<file path="config.mk">
export PLATFORM = sky130hd
export DESIGN_NAME = ts_header_parser
export DESIGN_NICKNAME = d
export VERILOG_FILES = /design/src/rtl/ts_header_parser.sv
export SDC_FILE = /design/constraint.sdc
export NUM_CORES = 1
export LEC_CHECK = 0
export ABC_CLOCK_PERIOD_IN_PS = 5450
export CORE_UTILIZATION = 50
export DETAILED_ROUTE_END_ITERATION = 8
export PLACE_DENSITY = 0.75
export SKIP_CTS_REPAIR_TIMING = 1
export SLEW_MARGIN = 20
export SYNTH_ARGS = -nofsm -noshare
export SYNTH_HDL_FRONTEND = slang
export SYNTH_SLANG_ARGS = --single-unit
</file>
<file path="constraint.sdc">
create_clock -name clk -period 5.45 [get_ports clk]
set_input_delay 0.8175 -clock clk [delete_from_list [all_inputs] [get_ports clk]]
set_output_delay 0.8175 -clock clk [all_outputs]
set_load 0.01 [all_outputs]
</file>
<file path="src/rtl/ts_header_parser.sv">
// ts_header_parser: MPEG-TS header field extraction with per-PID continuity check.
// Latency 1 cycle from header byte 3 to hdr_valid; no backpressure, byte_valid=0 stalls.
module ts_header_parser #(
  parameter int PKT_LEN  = 188,
  parameter int NUM_PIDS = 4
) (
  input  logic        clk,
  input  logic        rst,
  input  logic [7:0]  byte_in,
  input  logic        byte_valid,
  input  logic        sync_in,
  output logic        hdr_valid,
  output logic [12:0] pid,
  output logic        tei,
  output logic        pusi,
  output logic [1:0]  tsc,
  output logic [1:0]  afc,
  output logic [3:0]  cc,
  output logic        cc_error,
  output logic        short_pkt,
  output logic        locked,
  output logic [15:0] pkt_count
);

  localparam int         IW       = (NUM_PIDS > 1) ? $clog2(NUM_PIDS) : 1;
  localparam logic [7:0] IDX_LAST = 8'(PKT_LEN - 1);

  typedef enum logic [1:0] {IDLE, HDR, BODY} state_t;

  typedef struct packed {
    logic        vld;
    logic [12:0] pid;
    logic [3:0]  last_cc;
    logic        dup;
  } cc_entry_t;

  state_t      state_q, state_d;
  logic [7:0]  idx_q, idx_d;
  logic        commit, short_det, lock_set, lock_clr, cap1, cap2;

  logic        sh_tei, sh_pusi;
  logic [4:0]  sh_pid_hi;
  logic [7:0]  sh_pid_lo;

  logic [12:0] c_pid;
  logic [1:0]  c_tsc, c_afc;
  logic [3:0]  c_cc;

  cc_entry_t   tbl_q [NUM_PIDS];
  cc_entry_t   tbl_d [NUM_PIDS];
  cc_entry_t   entry;
  logic        hit, free, skip, err_d;
  logic [IW-1:0] hit_idx, free_idx;
  logic [3:0]  nxt_cc;

  // Byte 3 is still on byte_in at commit, so its fields come straight from the bus.
  assign c_pid = {sh_pid_hi, sh_pid_lo};
  assign c_tsc = byte_in[7:6];
  assign c_afc = byte_in[5:4];
  assign c_cc  = byte_in[3:0];

  always_ff @(posedge clk) begin
    if (rst) begin
      state_q <= IDLE;
      idx_q   <= '0;
    end else begin
      state_q <= state_d;
      idx_q   <= idx_d;
    end
  end

  always_comb begin
    state_d   = state_q;
    idx_d     = idx_q;
    commit    = 1'b0;
    short_det = 1'b0;
    lock_set  = 1'b0;
    lock_clr  = 1'b0;
    cap1      = 1'b0;
    cap2      = 1'b0;
    if (byte_valid) begin
      case (state_q)
        IDLE: begin
          if (sync_in) begin
            state_d  = HDR;
            idx_d    = 8'd1;
            lock_set = 1'b1;
          end else begin
            lock_clr = 1'b1;
          end
        end
        HDR, BODY: begin
          if (sync_in) begin
            // Early sync: abandon this packet and reframe on the new one.
            short_det = 1'b1;
            lock_set  = 1'b1;
            state_d   = HDR;
            idx_d     = 8'd1;
          end else if (state_q == HDR) begin
            idx_d = idx_q + 8'd1;
            case (idx_q)
              8'd1:    cap1 = 1'b1;
              8'd2:    cap2 = 1'b1;
              default: begin
                commit  = 1'b1;
                state_d = BODY;
              end
            endcase
          end else if (idx_q == IDX_LAST) begin
            state_d = IDLE;
            idx_d   = '0;
          end else begin
            idx_d = idx_q + 8'd1;
          end
        end
        default: begin
          state_d = IDLE;
          idx_d   = '0;
        end
      endcase
    end
  end

  always_comb begin
    tbl_d    = tbl_q;
    err_d    = 1'b0;
    hit      = 1'b0;
    hit_idx  = '0;
    free     = 1'b0;
    free_idx = '0;
    skip     = (c_pid == 13'h1FFF) || sh_tei || (c_afc == 2'b00);
    for (int i = 0; i < NUM_PIDS; i++) begin
      if (!hit && tbl_q[i].vld && (tbl_q[i].pid == c_pid)) begin
        hit     = 1'b1;
        hit_idx = IW'(i);
      end
    end
    for (int i = 0; i < NUM_PIDS; i++) begin
      if (!free && !tbl_q[i].vld) begin
        free     = 1'b1;
        free_idx = IW'(i);
      end
    end
    entry  = tbl_q[hit_idx];
    nxt_cc = entry.last_cc + 4'd1;
    if (commit && !skip) begin
      if (hit) begin
        if (c_afc[0]) begin
          if (c_cc == nxt_cc) begin
            entry.dup = 1'b0;
          end else if ((c_cc == entry.last_cc) && !entry.dup) begin
            entry.dup = 1'b1;
          end else begin
            err_d     = 1'b1;
            entry.dup = 1'b0;
          end
        end else if (c_cc != entry.last_cc) begin
          err_d = 1'b1;
        end
        entry.last_cc  = c_cc;
        tbl_d[hit_idx] = entry;
      end else if (free) begin
        tbl_d[free_idx] = '{vld: 1'b1, pid: c_pid, last_cc: c_cc, dup: 1'b0};
      end
    end
  end

  always_ff @(posedge clk) begin
    if (rst) begin
      hdr_valid <= 1'b0;
      pid       <= '0;
      tei       <= 1'b0;
      pusi      <= 1'b0;
      tsc       <= '0;
      afc       <= '0;
      cc        <= '0;
      cc_error  <= 1'b0;
      short_pkt <= 1'b0;
      locked    <= 1'b0;
      pkt_count <= '0;
      sh_tei    <= 1'b0;
      sh_pusi   <= 1'b0;
      sh_pid_hi <= '0;
      sh_pid_lo <= '0;
      for (int i = 0; i < NUM_PIDS; i++) tbl_q[i] <= '0;
    end else begin
      hdr_valid <= commit;
      cc_error  <= commit & err_d;
      short_pkt <= short_det;
      if (lock_set)      locked <= 1'b1;
      else if (lock_clr) locked <= 1'b0;
      if (cap1) begin
        sh_tei    <= byte_in[7];
        sh_pusi   <= byte_in[6];
        sh_pid_hi <= byte_in[4:0];
      end
      if (cap2) sh_pid_lo <= byte_in;
      if (commit) begin
        pid       <= c_pid;
        tei       <= sh_tei;
        pusi      <= sh_pusi;
        tsc       <= c_tsc;
        afc       <= c_afc;
        cc        <= c_cc;
        pkt_count <= pkt_count + 16'd1;
      end
      tbl_q <= tbl_d;
    end
  end

endmodule
</file>
==> impl_metrics.tcl <==
set metrics [dict create \
    hp-start "tbl_q[2]" \
    yosys.area.top_type "dfxtp_1" \
    diodes 0 \
    critPathKind "register to register" \
    vias 6478 \
    p_leak_uw 0.003162 \
    vias_per_cell 5.836 \
    syn-num-nets 915 \
    timing.final.crit_period_ps 4034 \
    finClkSkew_ps 5.922 \
    slowest_delay_ps 670 \
    cp_cell_sequence "xnor2_1, nand4_1, or4_4, a21oi_2, nor4_1, or3_1, ha_1, xnor3_1, or4_4, o2111ai_2, o32ai_1" \
    finalWeightedCongestion 0.9000 \
    setup_ws_ps 1416 \
    async_reset_ff_frac 0 \
    synth-edff-count 0 \
    finalCritPeriodShare 0.7401 \
    hold_viol 0 \
    rsz0062_at_grt "false" \
    cts_sinks 144 \
    min_path_type "register to register" \
    cp-end-kind "register" \
    drive_above_1_share 0.06882 \
    clkTransAtPathRegs_ps 60 \
    yosys_register_bits 144 \
    hold_depth 2 \
    crit_top_cell "or4_4" \
    layout-area-overhead-vs-synth_pct 16.70 \
    grt_pass1_vias 6121 \
    clockRootBuffer "clkbuf_16" \
    clk_latency_ps 420 \
    die_w_um 123.0 \
    status "completed" \
    synth_area_mm2 0.007326 \
    row_count 43 \
    crit_required_ps 5730 \
    setup_viol 0 \
    detail_route.first_pass.iterations 6 \
    core_area_mm2 0.01410 \
    overflow 0 \
    crit_arrival_ps 4320 \
    power_density_mw_per_mm2 276.1 \
    dp_hpwl_um 12880 \
    fin_util 0.6065 \
    reg2reg_from "sh_pid_lo[3]" \
    ioPinCount 55 \
    ys_warn_count 0 \
    initial_utilization 0.5197 \
    portBuffers 54 \
    cts_tree "done" \
    h-tree-depth 4 \
    dieArea_mm2 0.01514 \
    r2r_slack_ps 1420 \
    synth_area_per_cell_um2 8.204 \
    dp.cells 1078 \
    post-synth-top-area-fraction 0.3935 \
    drc 0 \
    hold_path_end "tbl_q[2]" \
    first_iter_violations 505 \
    cts_buffers 17 \
    grt_antenna_before_repair 0 \
    worst_slew_pin_slew_ps 1077 \
    grt_max_degree 81 \
    max_freq_mhz 247.9 \
    relSlewSlack 0.2792 \
    clk_path_buf_depth 2 \
    critPathLaunchType "register" \
    ys_seq_area_frac 0.3935 \
    pre_cts_ws_ps 1187 \
    slowest_stage "or4_4" \
    synth.distinct_cells 57 \
    synth_ff_type "dfxtp_1" \
    avgRoutedWirePerCell_um 16.85 \
    chipHeight_um 123.0 \
    grt_util_all_layers 0.2619 \
    finalMaxSlewViolations 0 \
    fin_cells 1110 \
    setup-tns-final_ps 0 \
    wirelength_um 18700 \
    total_power_uw 2360 \
    synth_area_leaders "dfxtp_1, nor2_1, xnor2_1" \
    drv_cap 0 \
    r2r_cells 11 \
    syn-instance-count 893 \
    ant_nets 0 \
    max-vdd-ir-drop_v 0.0002303 \
    nets 939 \
    grt_pass1_wl_um 30650 \
    crit_fanout 13 \
    r2r_end "tbl_q[0]" \
]
==> registers in the layout, summed over array words and instances, names as in the netlist, 2 cells and up <==
signal,cells
sh_pid_lo,8
state_q,2
pkt_count,16
tbl_q,76
afc,2
cc,4
sh_pid_hi,5
pid,13
tsc,2
idx_q,8
==> cells in the final DEF (no fill, tap or decap), drive strengths merged, types with 4 or more instances in the layout <==
master / count
nand2b: 4
a22oi: 37
clkinv: 5
nand2: 97
a211oi: 12
ha: 10
a22o: 24
nor3: 16
a21oi: 61
o21ai: 26
nor2: 131
or3: 7
nor3b: 4
nor4b: 4
nor4: 12
mux2i: 29
or4: 4
dfxtp: 144
buf: 18
xnor2: 56
nand4: 20
clkdlybuf4s50: 53
xor2: 12
nor2b: 20
and3: 10
inv: 22
bufinv: 4
nand3: 25
clkbuf: 19
o22ai: 14
==> cell type report <==
class                           count  area, µm²
Fill cell                        1254       5547
Multi-Input combinational cell    663       4073
Sequential cell                   144       2883
Timing Repair Buffer               71      665.6
Clock buffer                       19      442.9
Tap cell                          180      225.2
Clock inverter                     13      185.2
Inverter                           20      75.07
==> cell usage after synthesis (2+ instances only) <==
master,number
dfxtp_1,144
nor2_1,131
nand2_1,97
a21oi_1,60
xnor2_1,56
clkbuf_1,44
a22oi_1,37
mux2i_1,29
nand3_1,25
a22o_1,24
o21ai_0,22
inv_1,20
nand4_1,20
nor2b_1,20
nor3_1,16
o22ai_1,14
a211oi_1,12
xor2_1,12
and3_1,10
buf_2,10
ha_1,10
buf_4,8
nor4_1,7
or3_1,7
nand2b_1,4
nor3b_1,4
nor4_4,4
o21ai_1,4
buf_1,3
nand3b_1,3
a31oi_1,2
a32oi_1,2
nor4b_1,2
o21a_1,2
o31a_1,2
o31ai_1,2
or2_2,2
or4_1,2
or4_4,2
==> metrics by stage <==
stage | hold slack (ps) | area, µm²
after CTS | 452.7 | 8549
after global routing | 475.9 | 8549
after floorplan | 431.2 | 7326
final | 453.8 | 8549
after global placement | 439.6 | 7921
after detailed placement | 445.6 | 7921
==> metal layers <==
layer | track usage | wire length (µm) | vias to the layer above
met2 | 0.4235 | 8753 | 247
met4 | 0.1130 | 399 | 0
met3 | 0.05074 | 1185 | 35
met5 | 0 | 0 | -
met1 | 0.3406 | 8364 | 3021
li1 | - | - | 3175
==> how the worst max path moves through the flow <==
stage / start / endpoint / depth (start not counted)
final: sh_pid_lo[3] / tbl_q[0] / 11
after global routing: sh_pid_lo[2] / tbl_q[0] / 12
after CTS: sh_pid_lo[3] / tbl_q[0] / 11
after detailed placement: sync_in / tbl_q[33] / 12
after global placement: sync_in / tbl_q[36] / 12
after floorplan: tbl_q[62] / tbl_q[0] / 12
==> where the power goes <==
| group | internal, µW | switching, µW |
|---|---|---|
| logic | 21.0 | 44.9 |
| clock network | 779 | 457 |
| registers | 1060 | 3.02 |
==> critical path: cells and delay by family, from the launching register on <==
| family | cells | cell delay (ps) |
|---|---|---|
| DFF | 1 | 620 |
| and+or+nand+nor | 5 | 1860 |
| xor gates and xnor gates | 2 | 550 |
| adders and majority gates | 1 | 230 |
| AOI/OAI and AO/OA | 3 | 630 |
==> kinds of logic (layout without fill, tap and decap cells) <==
| family | Yosys count | count (layout) | share of synthesized area |
|---|---|---|---|
| buffers and inverters | 86 | 123 | 0.05090 |
| AOI/OAI and AO/OA | 192 | 192 | 0.1725 |
| xor gates and xnor gates | 69 | 69 | 0.08437 |
| and+or+nand+nor | 363 | 363 | 0.2420 |
| DFF | 144 | 144 | 0.3935 |
| adders and majority gates | 10 | 10 | 0.01708 |
| muxes | 29 | 29 | 0.03962 |
(Power assumes the default switching activity.)
